==> src/rtl/pattern_pkg.sv <==
// pattern_pkg: pattern mode encoding and default visible-area size shared with the VGA timing generator.
// Contents: pattern_mode_t, DEF_H_ACTIVE, DEF_V_ACTIVE.
package pattern_pkg;
    typedef enum logic [1:0] {
        PAT_SOLID   = 2'd0,
        PAT_XOR     = 2'd1,
        PAT_BARS    = 2'd2,
        PAT_CHECKER = 2'd3
    } pattern_mode_t;
    localparam int DEF_H_ACTIVE = 640;
    localparam int DEF_V_ACTIVE = 480;
endpackage

==> src/rtl/pattern_engine_if.sv <==
// pattern_engine_if: timing-position/control inputs and pixel outputs of the pattern engine.
// master (timing side): drives colPos, rowPos, mode_sel, speed, freeze; reads display_enable, color, frame_start.
// slave (pattern_engine): the mirror image.
interface pattern_engine_if #(parameter int COLOR_W = 6);
    import pattern_pkg::*;
    logic [9:0]         colPos;
    logic [9:0]         rowPos;
    pattern_mode_t      mode_sel;
    logic [3:0]         speed;
    logic               freeze;
    logic               display_enable;
    logic [COLOR_W-1:0] color;
    logic               frame_start;
    modport master (output colPos, rowPos, mode_sel, speed, freeze,
                    input  display_enable, color, frame_start);
    modport slave  (input  colPos, rowPos, mode_sel, speed, freeze,
                    output display_enable, color, frame_start);
endinterface

==> src/rtl/pattern_engine_frame_ctrl.sv <==
// pattern_frame_ctrl: frame-start detect, scroll offset counter and per-frame mode latch.
// Ports: clk, rst_n (sync, active-low), col/row position, mode_sel, speed, freeze in;
//        fs (combinational frame start), offset and mode (values in force for the current pixel) out.
module pattern_frame_ctrl
    import pattern_pkg::*;
#(
    parameter int OFF_W = 10
) (
    input  logic             clk,
    input  logic             rst_n,
    input  logic [9:0]       col,
    input  logic [9:0]       row,
    input  pattern_mode_t    mode_sel,
    input  logic [3:0]       speed,
    input  logic             freeze,
    output logic             fs,
    output logic [OFF_W-1:0] offset,
    output pattern_mode_t    mode
);
    logic [9:0]       prev_col, prev_row;
    logic [OFF_W-1:0] offset_q;
    pattern_mode_t    mode_q;

    // Only the arrival at (0,0) counts, so a stalled origin yields one pulse.
    assign fs = col == '0 && row == '0 && (prev_col != '0 || prev_row != '0);
    // The frame-start pixel already uses the new offset and mode.
    assign offset = (fs && !freeze) ? offset_q + OFF_W'(speed) : offset_q;
    assign mode = fs ? mode_sel : mode_q;

    always_ff @(posedge clk) begin
        if (!rst_n) begin
            prev_col <= '0;
            prev_row <= '0;
            offset_q <= '0;
            mode_q   <= PAT_XOR;
        end else begin
            prev_col <= col;
            prev_row <= row;
            offset_q <= offset;
            mode_q   <= mode;
        end
    end
endmodule

==> src/rtl/pattern_engine.sv <==
// pattern_engine: VGA test-pattern source with four modes, frame-locked scrolling and border option.
// Ports: clk, rst_n (sync, active-low), bus (pattern_engine_if.slave: colPos, rowPos, mode_sel,
//        speed, freeze in; registered display_enable, color, frame_start out, 1-cycle latency).
// Optional: define PATTERN_BORDER_EN to force FG_COLOR on the outermost visible rows/columns.
module pattern_engine
    import pattern_pkg::*;
#(
    parameter int                 COLOR_W   = 6,
    parameter int                 H_ACTIVE  = DEF_H_ACTIVE,
    parameter int                 V_ACTIVE  = DEF_V_ACTIVE,
    parameter int                 OFF_W     = 10,
    parameter int                 CHK_SHIFT = 5,
    parameter int                 BAR_SHIFT = 6,
    parameter logic [COLOR_W-1:0] FG_COLOR  = '1,
    parameter logic [COLOR_W-1:0] BG_COLOR  = '0
) (
    input logic             clk,
    input logic             rst_n,
    pattern_engine_if.slave bus
);
    logic               fs;
    logic [OFF_W-1:0]   offset;
    pattern_mode_t      mode;
    logic [COLOR_W-1:0] off_hi, xor_c, bars_c, pat, pix;
    logic               chk, vis;

    pattern_frame_ctrl #(.OFF_W(OFF_W)) u_ctrl (
        .clk      (clk),
        .rst_n    (rst_n),
        .col      (bus.colPos),
        .row      (bus.rowPos),
        .mode_sel (bus.mode_sel),
        .speed    (bus.speed),
        .freeze   (bus.freeze),
        .fs       (fs),
        .offset   (offset),
        .mode     (mode)
    );

    // The top COLOR_W bits of the offset scroll the pattern slowly relative to speed.
    assign off_hi = offset[OFF_W-1 -: COLOR_W];
    assign xor_c  = ((bus.colPos[COLOR_W-1:0] + off_hi) ^ bus.rowPos[COLOR_W-1:0]) & COLOR_W'(8);
    assign bars_c = COLOR_W'(bus.colPos >> BAR_SHIFT) + off_hi;
    // Only bit 0 of the checker cell index decides the colour.
    assign chk    = bus.colPos[CHK_SHIFT] ^ bus.rowPos[CHK_SHIFT] ^ offset[OFF_W-1];
    assign vis    = bus.colPos < 10'(H_ACTIVE) && bus.rowPos < 10'(V_ACTIVE);

    always_comb begin
        pat = mode == PAT_SOLID ? FG_COLOR :
              mode == PAT_XOR   ? xor_c    :
              mode == PAT_BARS  ? bars_c   :
              (chk ? FG_COLOR : BG_COLOR);
`ifdef PATTERN_BORDER_EN
        pix = (bus.colPos == '0 || bus.colPos == 10'(H_ACTIVE - 1) ||
               bus.rowPos == '0 || bus.rowPos == 10'(V_ACTIVE - 1)) ? FG_COLOR : pat;
`else
        pix = pat;
`endif
    end

    always_ff @(posedge clk) begin
        if (!rst_n) begin
            bus.display_enable <= 1'b0;
            bus.color          <= '0;
            bus.frame_start    <= 1'b0;
        end else begin
            bus.display_enable <= vis;
            bus.color          <= vis ? pix : '0;
            bus.frame_start    <= fs;
        end
    end
endmodule

==> src/flat_wrapper.sv <==
// flat-port wrapper written by rule: the top's interface ports become plain ports
module pattern_engine_flat import pattern_pkg::*;
#(
    parameter int                 COLOR_W   = 6,
    parameter int                 H_ACTIVE  = DEF_H_ACTIVE,
    parameter int                 V_ACTIVE  = DEF_V_ACTIVE,
    parameter int                 OFF_W     = 10,
    parameter int                 CHK_SHIFT = 5,
    parameter int                 BAR_SHIFT = 6,
    parameter logic [COLOR_W-1:0] FG_COLOR  = '1,
    parameter logic [COLOR_W-1:0] BG_COLOR  = '0
)
  (clk, rst_n, bus_colPos, bus_rowPos, bus_mode_sel, bus_speed, bus_freeze, bus_display_enable, bus_color, bus_frame_start);
  pattern_engine_if #(.COLOR_W(COLOR_W)) bus_i ();
  input logic clk;
  input logic rst_n;
  input wire logic [$bits(bus_i.colPos)-1:0] bus_colPos;
  input wire logic [$bits(bus_i.rowPos)-1:0] bus_rowPos;
  input wire logic [$bits(bus_i.mode_sel)-1:0] bus_mode_sel;
  input wire logic [$bits(bus_i.speed)-1:0] bus_speed;
  input wire logic [$bits(bus_i.freeze)-1:0] bus_freeze;
  output wire logic [$bits(bus_i.display_enable)-1:0] bus_display_enable;
  output wire logic [$bits(bus_i.color)-1:0] bus_color;
  output wire logic [$bits(bus_i.frame_start)-1:0] bus_frame_start;
  assign bus_i.colPos = bus_colPos;
  assign bus_i.rowPos = bus_rowPos;
  assign bus_i.mode_sel = bus_mode_sel;
  assign bus_i.speed = bus_speed;
  assign bus_i.freeze = bus_freeze;
  assign bus_display_enable = bus_i.display_enable;
  assign bus_color = bus_i.color;
  assign bus_frame_start = bus_i.frame_start;
  pattern_engine #(.COLOR_W(COLOR_W), .H_ACTIVE(H_ACTIVE), .V_ACTIVE(V_ACTIVE), .OFF_W(OFF_W), .CHK_SHIFT(CHK_SHIFT), .BAR_SHIFT(BAR_SHIFT), .FG_COLOR(FG_COLOR), .BG_COLOR(BG_COLOR)) u_core (.clk(clk), .rst_n(rst_n), .bus(bus_i));
endmodule
==> config.mk <==
export PLATFORM = sky130hd
export DESIGN_NAME = pattern_engine_flat
export DESIGN_NICKNAME = d
export VERILOG_FILES = /design/src/rtl/pattern_pkg.sv /design/src/rtl/pattern_engine_if.sv /design/src/rtl/pattern_engine_frame_ctrl.sv /design/src/rtl/pattern_engine.sv /design/src/flat_wrapper.sv
export SDC_FILE = /design/constraint.sdc
export NUM_CORES = 1
export LEC_CHECK = 0
export CAP_MARGIN = 15
export CORE_AREA = 10 10 95 55
export CTS_CLUSTER_SIZE = 30
export DETAILED_ROUTE_END_ITERATION = 16
export DIE_AREA = 0 0 105 65
export PLACE_DENSITY = 0.83
export SETUP_SLACK_MARGIN = 0.3
export SYNTH_ARGS = -nofsm -noshare
export SYNTH_HDL_FRONTEND = slang
export SYNTH_HIERARCHICAL = 1
export SYNTH_SLANG_ARGS = --single-unit
==> constraint.sdc <==
create_clock -name clk -period 5.2 [get_ports clk]
set_input_delay 1.04 -clock clk [delete_from_list [all_inputs] [get_ports clk]]
set_output_delay 1.04 -clock clk [all_outputs]
set_load 0.005 [all_outputs]
==> reports/results.env, run 1 <==
LAYOUT-DRIVE-GT1-SHARE_PCT=7.59
DETAILEDPLACEMENTHPWL_UM=3590
ANTENNA_FOUND_INITIAL=0
WORSTPATHARRIVAL_NS=4.50
R2R_SETUP_SLACK_NS=1.87
LEAK_PWR_nW=1.03
RUN_STATUS='finished clean'
CLOCK_LATENCY_NS=0.29
CRIT_PATH_END='u_core/bus.color[4]'
GP_CONGESTION=0.932
SYN-MEAN-INSTANCE-AREA_UM2=9.62
CLKTRANSATPATHREGS_NS=0.08
CTS.REPAIR_TIMING.SETUP_BUFFER_COUNT=0
SYN_INST=199
CRITICAL_PATH.STARTPOINT_TYPE='input pin'
TRITONCTS.NUM_BUFFERS=5
CRITICAL_PATH.TOP_DELAY_FAMILY='simple AND/OR/NAND/NOR gates'
NETLIST_AREA_UM2=1910
FINALMAXSLEWVIOLATIONS=0
MAX_FREQ_MHz=233
INITIAL_CORE_UTIL_PCT=52.0
INSERTEDDIODECOUNT=0
DRT-INITIAL-DRC-COUNT=79
WORST_PATH_MAXIMUM_FANOUT=7
MIN_PATH_TYPE='reg -> reg'
REG2REGPATHDEPTH=12
DIE_AREA_UM2=6830
CTS-HTREE-LEVELS=2
GRT_FIRST_PASS_WIRELENGTH_UM=7920
TIMING.CRITICAL_PATH.SLOWEST_STAGE_CELL='or4_4'
TRITONCTS='built'
SYN_TO_FINAL_GROWTH_PCT=26.8
FINAL_AREA_UM2=2430
VIAS_PER_CELL=5.34
LAYOUT_COMMON_CELLS='dfxtp_1 (40), clkdlybuf4s50_1 (36), and2_1 (26)'
NUMBER_OF_OPTIMIZATION_ITERATIONS_IN_THE_FIRST_DETAILED_ROUTE_PASS=4
DRT-TOTAL-WL_UM=4620
GRT_MAX_DEGREE=31
CRIT_PATH_CELL_TRACE='clkdlybuf4s50_1 -> or4_4 -> nor3_1 -> o211ai_1 -> o21ai_0 -> nand2_1 -> ha_1 -> inv_1 -> fa_1 -> nor2b_1 -> o21a_1 -> or4b_1 -> a31oi_1'
PLACED_CELL_AREA_UM2=2310
CRIT-REG2REG-LAUNCH='u_core/u_ctrl/offset_q[0]'
FINAL.PERIOD_UTILIZATION_PCT=82.5
LAYOUT.CORE_UTILIZATION_PCT=65.9
CRITICAL_PATH_REQUIRED_NS=5.41
CLOCK_SINKS=40
POST_DRT_WL_PER_CELL_UM=15.9
POWER_mW=0.631
WORST-SETUP-PATH-TYPE='in -> reg'
FINALSETUPVIOLCOUNT=0
GRT.OVERFLOW.TOTAL=0
HOLD_VIOL_FINAL=0
DIEWIDTH_UM=105
VIAS_IN_THE_FIRST_GLOBAL_ROUTE=1551
FINCLKSKEW_NS=0.00685
CAP_VIOL_MAX_COUNT=0
LAYOUT_MIN_CYCLE_TIME_NS=4.29
PORT_BUFFERS=36
NUM_ROWS=16
RSZ0062_AT_GRT='no'
NUMBER_OF_SYNTHESIS_WARNINGS=6
DRC_ERRORS=0
NUM_VIAS=1553
CRIT_BUF_INV=2
CLK_ROOT_BUFFER_CELL='clkbuf_8'
IR_DROP_V=0.000137
CTS_HOLD_BUF=0
SLEW-LIMIT-HEADROOM_PCT=45.9
FLOORPLAN.IO_PINS=37
CRIT_PATH_MAX_INCR_DELAY_NS=0.58
DIE_H_UM=65
REGTOREGENDPOINT='u_core/bus.color[4]'
SYN_NETS=240
TIGHTEST_SLEW_NS=0.809
CRIT_CELLS=13
GRT_USE_TOTAL_PCT=14.2
CORE_AREA_UM2=3680
CTS.REPAIR.RESIZED=0
FINAL_COMMON_CELL='dfxtp_1'
TNS_NS=0
POWER_PER_CELL_AREA_nW_PER_UM2=260
ANTENNA_LEFT=0
CP_ENDPOINT_KIND='flip-flop'
NUMBER_OF_NETS_AT_THE_END_OF_THE_FLOW=277
STARTPOINT='bus_colPos[1]'
CTS-ROOT-TO-SINK-BUFFERS=2
[where the power goes]
group	switching, mW	internal [mW]
logic	0.0229	0.0322
registers	0.00240	0.315
clock network	0.114	0.145
total	0.139	0.492
[final cells by class]
cell class | instances | area (um^2)
repair buffers | 36 | 360
inverters | 9 | 33.8
multi-input cells | 144 | 1050
clock inverters | 3 | 47.5
well taps | 54 | 67.6
clock buffers | 5 | 68.8
fillers | 302 | 1260
flip-flops and latches | 40 | 801
[per-stage QoR]
step | cells | hold slack [ns] | setup WS, ns
floorplan | 199 | 0.454 | 1.49
global placement | 283 | 0.476 | 0.803
detailed placement | 283 | 0.479 | 0.723
CTS | 291 | 0.490 | 0.979
global route | 291 | 0.511 | 0.692
finish | 291 | 0.488 | 0.909
[worst reg2reg max path: stages (launching register included)]
cell and delay, ns:
dfxtp_1 0.32, ha_1 0.22, fa_1 0.42, a21o_1 0.20, a21oi_1 0.31, nand3b_1 0.18
or3_1 0.13, nand2_1 0.10, ha_1 0.38, nor2b_1 0.17, o21a_1 0.17, or4b_1 0.47
a31oi_1 0.20
[worst min path at each step]
stage / from / end / slack [ns] / depth (start not counted)
after CTS: u_core/u_ctrl/offset_q[9] / u_core/u_ctrl/offset_q[9] / 0.49 / 2
final: u_core/u_ctrl/offset_q[9] / u_core/u_ctrl/offset_q[9] / 0.49 / 2
after detailed placement: u_core/u_ctrl/offset_q[9] / u_core/u_ctrl/offset_q[9] / 0.48 / 2
after global routing: u_core/u_ctrl/offset_q[9] / u_core/u_ctrl/offset_q[9] / 0.51 / 2
after global placement: u_core/u_ctrl/offset_q[9] / u_core/u_ctrl/offset_q[9] / 0.48 / 2
after floorplan: u_core/u_ctrl/offset_q[9] / u_core/u_ctrl/offset_q[9] / 0.45 / 2
[routing by layer]
metal  up-vias  part of all wire, %  track usage, %
li1        785                    -               -
met1       716                   50            19.5
met2        48                   43            20.9
met3         4                  6.3            4.54
met4         0                 0.87            4.08
met5         -                    0               0
[registers in the layout, indices dropped and copies added (netlist names)]
name                       cells
u_core/u_ctrl/offset_q        10
u_core/u_ctrl/prev_col        10
u_core/u_ctrl/prev_row        10
u_core/bus.color               6
u_core/u_ctrl/mode_q           2
u_core/bus.display_enable      1
u_core/bus.frame_start         1
No activity file was read; power rests on OpenSTA's default activity.
==> run 2: changes to the inputs <==
- CORE_AREA: 10 10 95 55 -> 10 10 98 57
- DIE_AREA: 0 0 105 65 -> 0 0 108 67
- PLACE_DENSITY: 0.83 -> 0.78
- clock period: 5.2 -> 3.95 ns (I/O delays scaled with it)
==> run 2 against run 1 <==
Effect of this change:
- sequential share of layout area down 2.7 points
- final area up 9.0%
- power up 33%
- largest cell class unchanged
- largest power group unchanged
==> reports/results.env, run 2 (synthesis gave the netlist of run 1 again) <==
LAYOUT_COMMON_CELLS='dfxtp_1 (40), clkdlybuf4s50_1 (31), and2_1 (26)'
PORT_BUFFERS=36  # unchanged
CRIT_BUF_INV=1  # -1
NUMBER_OF_NETS_AT_THE_END_OF_THE_FLOW=298  # +7.6%
CTS-ROOT-TO-SINK-BUFFERS=2  # unchanged
CRIT_PATH_CELL_TRACE='clkdlybuf4s50_1 -> or4_4 -> nor2_4 -> o211ai_4 -> or4_1 -> nand2_2 -> ha_1 -> a21oi_1 -> a2111oi_0 -> a211oi_1 -> and3_1'
NUM-FILL-CELLS=290  # -4.0%
REGTOREGENDPOINT='u_core/bus.color[4]'
SWITCHING_POWER_mW=0.188  # +35%
WORST-SETUP-PATH-TYPE='in -> reg'
NUMBER_OF_OPTIMIZATION_ITERATIONS_IN_THE_FIRST_DETAILED_ROUTE_PASS=4  # unchanged
CLOCK_SINKS=40  # unchanged
GP_CONGESTION=0.918  # -1.5%
LAYOUT-DRIVE-GT1-SHARE_PCT=18.6  # +11 points
SYN_TO_FINAL_GROWTH_PCT=38.2
HOLD_WORST_PATH_END='u_core/u_ctrl/offset_q[9]'
COMBINED_AREA_OF_THE_MULTI_INPUT_LOGIC_CELLS_UM2=1100  # +5.1%
NUM_VIAS=1652  # +6.4%
PWR-SHARE-COMB_PCT=9.9  # +1.2 points
GRT.OVERFLOW.TOTAL=0  # unchanged
INSERTEDDIODECOUNT=0  # unchanged
DIE_H_UM=67  # +3.1%
FINALSETUPVIOLCOUNT=0  # unchanged
WORSTPATHARRIVAL_NS=3.73  # -0.77 ns
FINAL_COMMON_CELL='dfxtp_1'
SLEW-LIMIT-HEADROOM_PCT=72.1  # +26 points
INSTANCES_NO_FILL=312  # +7.2%
FLOORPLAN.IO_PINS=37  # unchanged
TIMING.CRITICAL_PATH.SLOWEST_STAGE_CELL='or4_1'
ANTENNA_LEFT=0  # unchanged
VIAS_PER_CELL=5.29  # -0.79%
R2R_SETUP_SLACK_NS=1.03  # -0.84 ns
CRITICAL_PATH.STARTPOINT_TYPE='input pin'
POWER_PER_CELL_AREA_nW_PER_UM2=317  # +22%
DRT-INITIAL-DRC-COUNT=92  # +16%
HOLD_VIOL_FINAL=0  # unchanged
DRT-TOTAL-WL_UM=5050  # +9.3%
DIE_AREA_UM2=7240  # +6.0%
TIGHTEST_SLEW_NS=0.408  # -0.400 ns
NUM_ROWS=16  # unchanged
REG2REGPATHDEPTH=12  # unchanged
GRT_USE_TOTAL_PCT=14.1  # -0.12 points
CELL_INTERNAL_PWR_mW=0.650  # +32%
GRT_FIRST_PASS_WIRELENGTH_UM=8010  # +1.1%
CORE_AREA_UM2=3820  # +3.8%
TRITONCTS='built'
LAYOUT_MIN_CYCLE_TIME_NS=3.53
CRIT_PATH_MAX_INCR_DELAY_NS=0.58  # about the same
INITIAL_CORE_UTIL_PCT=50.1  # -1.9 points
DIEWIDTH_UM=108  # +2.9%
GRT_MAX_DEGREE=23  # -26%
POWER.CLOCK.FRACTION_PCT=40.3  # -0.6 points
CLK_ROOT_BUFFER_CELL='clkbuf_8'
SEQ_POWER_SHARE_PCT=49.9  # -0.4 points
POST_DRT_WL_PER_CELL_UM=16.2  # +1.9%
DETAILEDPLACEMENTHPWL_UM=3760  # +4.8%
LARGEST_REGISTERS='u_core/u_ctrl/offset_q x10, u_core/u_ctrl/prev_col x10, u_core/u_ctrl/prev_row x10'
CRIT-REG2REG-LAUNCH='u_core/u_ctrl/offset_q[0]'
MAX_FREQ_MHz=283
TRITONCTS.NUM_BUFFERS=5  # unchanged
WORST_HOLD_PATH.NUM_CELLS=2  # unchanged
CAP_VIOL_MAX_COUNT=0  # unchanged
VIAS_IN_THE_FIRST_GLOBAL_ROUTE=1708  # +10%
CRITICAL_PATH.TOP_DELAY_FAMILY='simple AND/OR/NAND/NOR gates'
TNS_NS=0  # unchanged
DP.CELLS=298  # +5.3%
WORST_MIN_DELAY_PATH_STARTPOINT='u_core/u_ctrl/offset_q[9]'
CRITICAL_PATH_REQUIRED_NS=4.14  # -1.27 ns
MIN_PATH_TYPE='reg -> reg'
IR_DROP_V=0.000172  # +26%
RUN_STATUS='finished clean'
CLOCK_LATENCY_NS=0.30  # about the same
FINALMAXSLEWVIOLATIONS=0  # unchanged
CLKTRANSATPATHREGS_NS=0.08  # about the same
LEAK_PWR_nW=1.17  # +14%
FINCLKSKEW_NS=0.00575  # -0.00110 ns
POWER.SHARE.SWITCHING_PCT=22.4  # +0.42 points
RSZ0062_AT_GRT='no'
LAYOUT.AREA.SEQ_UM2=801  # unchanged
ANTENNA_FOUND_INITIAL=0  # unchanged
WORST_PATH_MAXIMUM_FANOUT=8  # +1
CTS_HOLD_BUF=0  # unchanged
DRC_ERRORS=0  # unchanged
CTS-HTREE-LEVELS=2  # unchanged
FINAL.PERIOD_UTILIZATION_PCT=89.5
CP_ENDPOINT_KIND='flip-flop'
==> run 2: worst max-delay path by stage <==
stage	startpoint	end	depth (start not counted)
final	bus_colPos[5]	u_core/bus.color[3]	11
after floorplan	bus_speed[0]	u_core/bus.color[4]	12
after CTS	bus_speed[0]	u_core/bus.color[4]	13
after detailed placement	bus_colPos[1]	u_core/bus.color[4]	13
after global placement	bus_speed[0]	u_core/bus.color[4]	13
after global routing	bus_colPos[4]	u_core/bus.color[4]	13
==> run 2: stage by stage <==
| step | cell area, um^2 | utilization, % | hold WS [ns] | worst slack [ns] | total power, mW |
|---|---|---|---|---|---|
| 2_1_floorplan | 1910 | - | 0.454 | 0.489 | 0.454 |
| 3_3_place_gp | 2420 | 63.4 | 0.464 | 0.0418 | 0.506 |
| 3_5_place_dp | 2420 | 63.4 | 0.492 | -0.104 | 0.507 |
| 4_1_cts | 2570 | 67.3 | 0.504 | 0.320 | 0.844 |
| 5_1_grt | 2650 | 69.2 | 0.544 | 0.265 | 0.867 |
| 6_report | 2650 | 69.2 | 0.499 | 0.417 | 0.838 |
==> run 2: timing repair <==
action / in CTS / in global routing
endpoints found under the setup margin: 1 / 5
buffers inserted: 2 / 4
resized for setup: 6 / 13
pin swaps: 3 / 8
==> run 2: layer usage <==
layer | share of wire [%] | vias up | track usage [%]
met5 | 0 | - | 0
met4 | 1.8 | 0 | 6.13
met3 | 5.4 | 10 | 4.51
met2 | 48 | 29 | 23.7
met1 | 45 | 786 | 16.4
li1 | - | 827 | -
==> run 2: power groups by stage <==
stage | Combinational, mW | Sequential (mW) | Clock (mW)
after CTS | 0.0815 | 0.418 | 0.344
after detailed placement | 0.0799 | 0.427 | 0
after global routing | 0.0890 | 0.419 | 0.359
final | 0.0827 | 0.418 | 0.338
after floorplan | 0.0279 | 0.427 | 0
after global placement | 0.0785 | 0.427 | 0
==> run 2: cell type report <==
type / instances / area share, %
timing repair buffer: 57 / 20.0
inverter: 9 / 1.28
multi-input combinational: 144 / 41.7
clock inverter: 3 / 1.61
tap: 54 / 2.55
sequential: 40 / 30.3
clock buffer: 5 / 2.60
==> run 2: worst reg2reg max path, stage by stage, from the launching register on <==
cell and delay [ns]:
dfxtp_1 0.32, ha_1 0.20, fa_2 0.35, a21o_1 0.22
a21oi_4 0.18, nand3b_1 0.14, or3_1 0.13, nand2_1 0.09
ha_1 0.32, nor2b_1 0.13, o21a_1 0.17, or4b_1 0.46
a31oi_1 0.13
